===== src/rtl/random_pick.sv =====
// random_pick: uniform index in [0, limit) from a free-running PRNG word via mask-and-reject.
// Optional RANDOM_PICK_NOISE_EN adds noise_p / resp_walk (random-walk decision).
module random_pick #(
    parameter int WIDTH     = 32,
    parameter int IDX_W     = 8,
    parameter int MAX_TRIES = 16
) (
    input  logic             clk,
    input  logic             reset,
    input  logic [WIDTH-1:0] rnd_in,
    input  logic             req_valid,
    output logic             req_ready,
    input  logic [IDX_W-1:0] req_limit,
    output logic             resp_valid,
    input  logic             resp_ready,
    output logic [IDX_W-1:0] resp_index,
    output logic [7:0]       resp_tries,
    output logic             resp_fallback,
`ifdef RANDOM_PICK_NOISE_EN
    input  logic [7:0]       noise_p,
    output logic             resp_walk,
`endif
    output logic             resp_err
);

    typedef enum logic [1:0] {
        IDLE = 2'd0,
        DRAW = 2'd1,
        HOLD = 2'd2
    } state_t;

    localparam logic [7:0] TRY_LAST = 8'(MAX_TRIES - 1);
    localparam logic [7:0] TRY_MAX  = 8'(MAX_TRIES);

    // Smallest 2^k-1 covering v: OR v with all of its right shifts.
    function automatic logic [IDX_W-1:0] smear(input logic [IDX_W-1:0] v);
        logic [IDX_W-1:0] m;
        m = v;
        for (int i = 1; i < IDX_W; i++) begin
            m = m | (v >> i);
        end
        return m;
    endfunction

    state_t           state_q, state_d;
    logic [IDX_W-1:0] limit_q, limit_d;
    logic [IDX_W-1:0] mask_q, mask_d;
    logic [7:0]       tries_q, tries_d;
    logic [IDX_W-1:0] index_q, index_d;
    logic             fb_q, fb_d;
    logic             err_q, err_d;
    logic             walk_q, walk_d;

    logic [IDX_W-1:0] cand;
    logic             walk_now;

    assign cand = rnd_in[IDX_W-1:0] & mask_q;

`ifdef RANDOM_PICK_NOISE_EN
    assign walk_now  = (rnd_in[WIDTH-1 -: 8] < noise_p);
    assign resp_walk = walk_q;
`else
    assign walk_now  = 1'b0;
`endif

    generate
        if (WIDTH > IDX_W) begin : g_unused
            logic unused_rnd;
            assign unused_rnd = ^rnd_in[WIDTH-1:IDX_W];
        end
    endgenerate

    always_ff @(posedge clk) begin
        if (reset) begin
            state_q <= IDLE;
            limit_q <= '0;
            mask_q  <= '0;
            tries_q <= '0;
            index_q <= '0;
            fb_q    <= 1'b0;
            err_q   <= 1'b0;
            walk_q  <= 1'b0;
        end else begin
            state_q <= state_d;
            limit_q <= limit_d;
            mask_q  <= mask_d;
            tries_q <= tries_d;
            index_q <= index_d;
            fb_q    <= fb_d;
            err_q   <= err_d;
            walk_q  <= walk_d;
        end
    end

    always_comb begin
        state_d = state_q;
        limit_d = limit_q;
        mask_d  = mask_q;
        tries_d = tries_q;
        index_d = index_q;
        fb_d    = fb_q;
        err_d   = err_q;
        walk_d  = walk_q;
        unique case (state_q)
            IDLE: begin
                if (req_valid) begin
                    limit_d = req_limit;
                    mask_d  = smear(req_limit - IDX_W'(1));
                    tries_d = '0;
                    index_d = '0;
                    fb_d    = 1'b0;
                    walk_d  = 1'b0;
                    if (req_limit == '0) begin
                        mask_d  = '0;
                        err_d   = 1'b1;
                        state_d = HOLD;
                    end else begin
                        err_d   = 1'b0;
                        state_d = DRAW;
                    end
                end
            end
            DRAW: begin
                if (cand < limit_q) begin
                    index_d = cand;
                    walk_d  = walk_now;
                    state_d = HOLD;
                end else if (tries_q == TRY_LAST) begin
                    // mask>>1 < limit, so the masked value is always in range
                    index_d = cand & (mask_q >> 1);
                    fb_d    = 1'b1;
                    tries_d = TRY_MAX;
                    walk_d  = walk_now;
                    state_d = HOLD;
                end else begin
                    tries_d = tries_q + 8'd1;
                end
            end
            HOLD: begin
                if (resp_ready) begin
                    state_d = IDLE;
                end
            end
            default: begin
                state_d = IDLE;
            end
        endcase
    end

    assign req_ready     = (state_q == IDLE);
    assign resp_valid    = (state_q == HOLD);
    assign resp_index    = index_q;
    assign resp_tries    = tries_q;
    assign resp_fallback = fb_q;
    assign resp_err      = err_q;

endmodule

===== config.mk =====
export PLATFORM = sky130hd
export DESIGN_NAME = random_pick
export DESIGN_NICKNAME = d
export VERILOG_FILES = /design/src/rtl/random_pick.sv
export SDC_FILE = /design/constraint.sdc
export NUM_CORES = 1
export LEC_CHECK = 0
export BUFFER_PORTS_ARGS = -buffer_cell sky130_fd_sc_hd__buf_2
export CORE_ASPECT_RATIO = 1.4
export CORE_MARGIN = 2
export CORE_UTILIZATION = 42
export DETAILED_ROUTE_END_ITERATION = 16
export GPL_TIMING_DRIVEN = 0
export PLACE_DENSITY = 0.71
export SLEW_MARGIN = 20
export SYNTH_ARGS = -nofsm -noshare
export SYNTH_HDL_FRONTEND = slang
export SYNTH_SLANG_ARGS = --single-unit

===== constraint.sdc =====
create_clock -name clk -period 2.1 [get_ports clk]
set_input_delay 0.42 -clock clk [delete_from_list [all_inputs] [get_ports clk]]
set_output_delay 0.42 -clock clk [all_outputs]
set_load 0.05 [all_outputs]

After elaboration in Yosys (flattened, before gate mapping)
Cells that the tools add are included.

Register bits: 36. Bits in latches: 0. RAM bits: 0. Memory bits (read-only): 0. Bits of input ports: 44. Output and inout bits: 20. Word-level logic and storage cells: 54. Memories kept: 0.

$add $sub $neg: 2. $mul: 0. Div/mod/pow operators: 0. $lt $le $gt $ge: 1. Equality and inequality tests: 8. Shift operators: 0. Mux-type cells: 19. Bitwise logic cells: 9. Reduce and logical (&&, ||, !) cells: 8.

Operator list (count): 8-bit 2-to-1 mux (6); 8-bit case mux with 2 select lines (2); 2-bit 2-to-1 mux (5); 3-bit AND reduction (3); 8-bit by 1-bit adder with 8-bit output, second input constant (1); 8-bit by 7-bit bitwise AND with 8-bit output (1); 8-bit bitwise AND (1); 8-bit by 4-bit == test with 1-bit output, second input constant (1); 8-bit zero test (1); 8-bit < comparator (1); 8-bit by 1-bit OR with 8-bit output (1); 8-bit by 2-bit OR with 8-bit output (1); 8-bit by 3-bit OR with 8-bit output (1); 8-bit by 4-bit OR with 8-bit output (1); 8-bit by 5-bit OR with 8-bit output (1); 8-bit by 6-bit OR with 8-bit output (1); 8-bit by 7-bit OR with 8-bit output (1); 8-bit by 1-bit subtractor with 8-bit output, second input constant (1); 2-bit != test, second input constant (3); 2-bit case mux with 3 select lines (1); 1-bit 2-to-1 mux (4); 4-bit AND reduction (1); 3-bit != test, second input constant (1); 2-bit by 1-bit == test with 1-bit output, second input constant (1); 6 further kinds (6).

Depth between registers and ports, before layout
Depth in word-level cells: 9. Depth in mapped cells: 9. Mapped depth without buffers: 8.

Least setup slack after synthesis
No wires, ideal clock.

Path type: input to register. From: input port rnd_in[5]. To: register tries_q[5], in the netlist resp_tries[5]. Library setup time: 0.073 ns. Arrival time: 2.022 ns. Data required time: 2.027 ns. Setup slack: 0.004 ns. Stages: 8. Path buffers: 0. Path through: and2_1 > ha_1 > a211oi_2 > nor2_2 > or4_1 > o21ai_2 > o21ai_1 > o21ai_1.

Longest elaborated chain between the ends: 4.

RTL lines: start, declared (RTL line 10) `input logic [WIDTH-1:0] rnd_in,`; 8-bit bitwise AND (RTL line 57) `assign cand = rnd_in[IDX_W-1:0] & mask_q;`; 8-bit < comparator (RTL line 124) `if (cand < limit_q) begin`; 2-bit != test (no line); 3-bit AND reduction (no line); end signal, assigned (RTL line 87) `tries_q <= tries_d;`; end, declared (RTL line 48) `logic [7:0] tries_q, tries_d;`.

Every way passes these cells. A chain may end at the register's enable or synchronous reset.

Worst setup path in the final report
From: register mask_q[3]. To: register tries_q[1], in the netlist resp_tries[1].

Longest elaborated chain between the ends: 4.

RTL lines: start, declared (RTL line 47) `logic [IDX_W-1:0] mask_q, mask_d;`; start signal, assigned (RTL line 86) `mask_q <= mask_d;`; 8-bit bitwise AND (RTL line 57); 8-bit < comparator (RTL line 124); 2-bit != test (no line); 3-bit AND reduction (no line).

Every way passes these cells.

==> impl_metrics.toml <==
[run_status]
outcome = "finished, final reports clean"

[critical_path]
critPathCaptureType = "flop"
path_max_fanout = 5
crit_type = "flop to flop"
timing.critical_path.arrival_ns = 2.31
reg2reg_slack_ns = 0.01
critPathLaunchType = "flop"
worst-endpoint-required_ns = 2.33

[yosys]
postSynthNetCount = 285
synth.yosys.seq_area_share = 0.366
yosys_warnings = 0
synth_cells = 231
synth_ff_type = "sky130_fd_sc_hd__dfxtp_1"
synth_edf_count = 0
synth.cell_area_sq_um = 1970
synth_top_cells_by_area = "sky130_fd_sc_hd__dfxtp_1 37%, sky130_fd_sc_hd__nand2_1 6.9%, sky130_fd_sc_hd__ha_1 6.4%"
synth.distinct_cells = 51
synth_top_area_cell = "sky130_fd_sc_hd__dfxtp_1"
avgSynthCellArea_sq_um = 8.52
yosysTopAreaCellShare = 0.366
async_flop_share = 0
ys_ff_latch = 36

[detailed_routing]
routed-via-count = 1797
detail_route.wirelength_mm = 4.53
post-route-drc-count = 0
m1WireLength_mm = 2.00
avgRoutedWirePerCell_um = 13.1
drt-pass1-iter-count = 4
route.met2.wl_mm = 2.24
initialDrtViolationCount = 69
post_drt_via_cell_ratio = 5.19
met3_length_um = 170
antenna_left = 0
highest_layer = "met4"

[clock_tree]
clock_insertion_delay_worst_skew_ns = 0.29
cts-root-buf = "sky130_fd_sc_hd__clkbuf_8"
tritoncts = "yes"
cts_sinks = 36
cts_inserted_buffers = 5
clk_transition_reported_paths_ns = 0.08
post_cts_hold_buffer_count = 0
max_buffers_root_to_sink = 2
ctsHtreeMaxLevel = 2

[sta]
setup-tns-final_ns = 0
period_share = 0.993
clock_skew_ns = 0.00779
max-slew-margin-rel = 0.592
slew_viol_final = 0
final_period_minus_worst_setup_slack_ns = 2.09
final-setup-viol-count = 0
transition_time_of_the_tightest_slew_check_pin_ns = 0.610
finalHoldViolations = 0
maximum_achievable_frequency_mhz = 480

[global_routing]
globalRoute.totalOverflow = 0
number_of_global_route_vias_before_repair = 1662
grt_max_degree = 13
grt_antenna_before_repair = 0
global_route.usage.total = 0.182
first_pass_grt_wire_length_mm = 7.32

[place]
gp_congestion = 0.867
dp.final_hpwl_mm = 3.42
post_dp_cell_area_sq_um = 2240
numPortBuffers = 38
numPlacedInstances = 331

[final_layout]
finish.instance_area_sq_um = 2520
area.growth.synth_to_final_pct = 27.9
final_net_count = 337
layout.cells.most_common_list = "39 x sky130_fd_sc_hd__buf_2, 36 x sky130_fd_sc_hd__nand2_1, 33 x sky130_fd_sc_hd__dfxtp_1, 14 x sky130_fd_sc_hd__inv_1, 13 x sky130_fd_sc_hd__a21oi_1"
antenna_cells = 0
final_common_cell = "sky130_fd_sc_hd__buf_2"
finish.utilization = 0.555
final.fill_count = 406
combined_area_of_the_multi_input_logic_cells_sq_um = 1270
regArea_sq_um = 724
post_layout_nonfiller_instances = 346
final_layout_size_suffix_gt1_frac = 0.296

[floorplanning]
core_region_area_sq_um = 4540
floorplan.die.width_um = 61.9
die_area_sq_um = 5260
floorplan.initialDensity = 0.434
die_h_um = 85.0
std_cell_rows = 29
floorplan.io_pins = 64

[pwr]
cellPowerDensity_nw_per_um2 = 798
power_uw = 2010
cellLeakagePower_uw = 0.00103
highest_ir_drop_seen_on_vdd_uv = 368

[run]
cap_violations = 0

[min_path]
holdCritPathClass = "primary input to flop"
-- report_power, final --
part / internal [uW] / leakage (uW) / switching [uW] / total, uW
combinational: 276 / 0.000679 / 361 / 637
sequential: 734 / 0.000294 / 35.5 / 769
clock: 351 / 0.0000541 / 252 / 603
-- state kept, by name (all words and copies together) (netlist names) --
| register | count |
|---|---|
| resp_index | 8 |
| resp_err | 1 |
| state_q | 2 |
| resp_fallback | 1 |
| mask_q | 8 |
| limit_q | 8 |
| resp_tries | 8 |
-- kinds of logic (layout without fill, tap and decap cells) --
logic type,count (synthesis),after routing,synth area share
mux,7,7,0.0356
simple gates,100,100,0.275
fa+ha+maj,10,10,0.0636
buf+inv,21,74,0.0445
flops,36,36,0.366
compound gates,52,52,0.193
xor+xnor,5,5,0.0223
-- what timing repair did --
action	4_1_cts	5_1_grt
endpoints found under the setup margin	14	18
pin swaps	5	13
gates resized for setup	5	18
endpoints found under the hold margin	0	0
setup buffers	1	6
-- layout make-up --
type,count,share of cell area
tap,62,0.0308
buffer,7,0.0139
multi-input combinational,174,0.503
inverter,14,0.0209
clock inverter,3,0.0169
timing repair buffer,45,0.0994
sequential,36,0.288
clock buffer,5,0.0273
-- metal layers --
layer,track usage,vias up
met5,0,-
met4,0.0890,0
met3,0.0442,10
met2,0.293,39
met1,0.219,828
li1,-,920
-- worst paths after layout --
check                               start                         end  cells after the start
setup / recovery   mask_q[3]$_SDFFE_PP0P_  resp_tries[1]$_SDFFE_PP0P_                      8
hold / removal               req_limit[5]     limit_q[5]$_SDFFE_PP0P_                      3
setup reg to reg   mask_q[3]$_SDFFE_PP0P_  resp_tries[1]$_SDFFE_PP0P_                      8
hold reg to reg   limit_q[2]$_SDFFE_PP0P_     limit_q[2]$_SDFFE_PP0P_                      2
-- cell usage after synthesis, types with 2 or more instances --
library cell and n:
sky130_fd_sc_hd__o21ai_1 7, sky130_fd_sc_hd__nand3b_1 2, sky130_fd_sc_hd__dfxtp_1 36, sky130_fd_sc_hd__o21ai_2 2, sky130_fd_sc_hd__inv_1 14, sky130_fd_sc_hd__xnor2_1 2
sky130_fd_sc_hd__nand2_1 36, sky130_fd_sc_hd__nor2_1 10, sky130_fd_sc_hd__a22o_1 3, sky130_fd_sc_hd__o21ai_0 4, sky130_fd_sc_hd__nor3b_1 3, sky130_fd_sc_hd__nor3_1 5
sky130_fd_sc_hd__nor3_2 2, sky130_fd_sc_hd__o211ai_1 8, sky130_fd_sc_hd__and2_1 8, sky130_fd_sc_hd__or4_1 4, sky130_fd_sc_hd__ha_1 10, sky130_fd_sc_hd__nand2b_1 11
sky130_fd_sc_hd__clkbuf_1 5, sky130_fd_sc_hd__mux2i_1 7, sky130_fd_sc_hd__nand3_1 7, sky130_fd_sc_hd__xor2_1 3, sky130_fd_sc_hd__a21oi_1 14
-- through the flow --
stage | hold WS (ns) | setup WS (ns)
global placement | 0.441 | -0.337
global route | 0.423 | -0.0675
finish | 0.402 | 0.0149
floorplan | 0.431 | 0.00437
CTS | 0.398 | 0.00629
detailed placement | 0.451 | -0.366
-- worst max-delay path, stage by stage, from the launching register on --
cell,delay [ns]
sky130_fd_sc_hd__dfxtp_2,0.33
sky130_fd_sc_hd__and2_4,0.16
sky130_fd_sc_hd__ha_4,0.24
sky130_fd_sc_hd__buf_6,0.11
sky130_fd_sc_hd__a21oi_4,0.14
sky130_fd_sc_hd__a21oi_4,0.09
sky130_fd_sc_hd__o41a_1,0.46
sky130_fd_sc_hd__nor3b_1,0.31
sky130_fd_sc_hd__a31o_1,0.16
(Power assumes the default switching activity.)
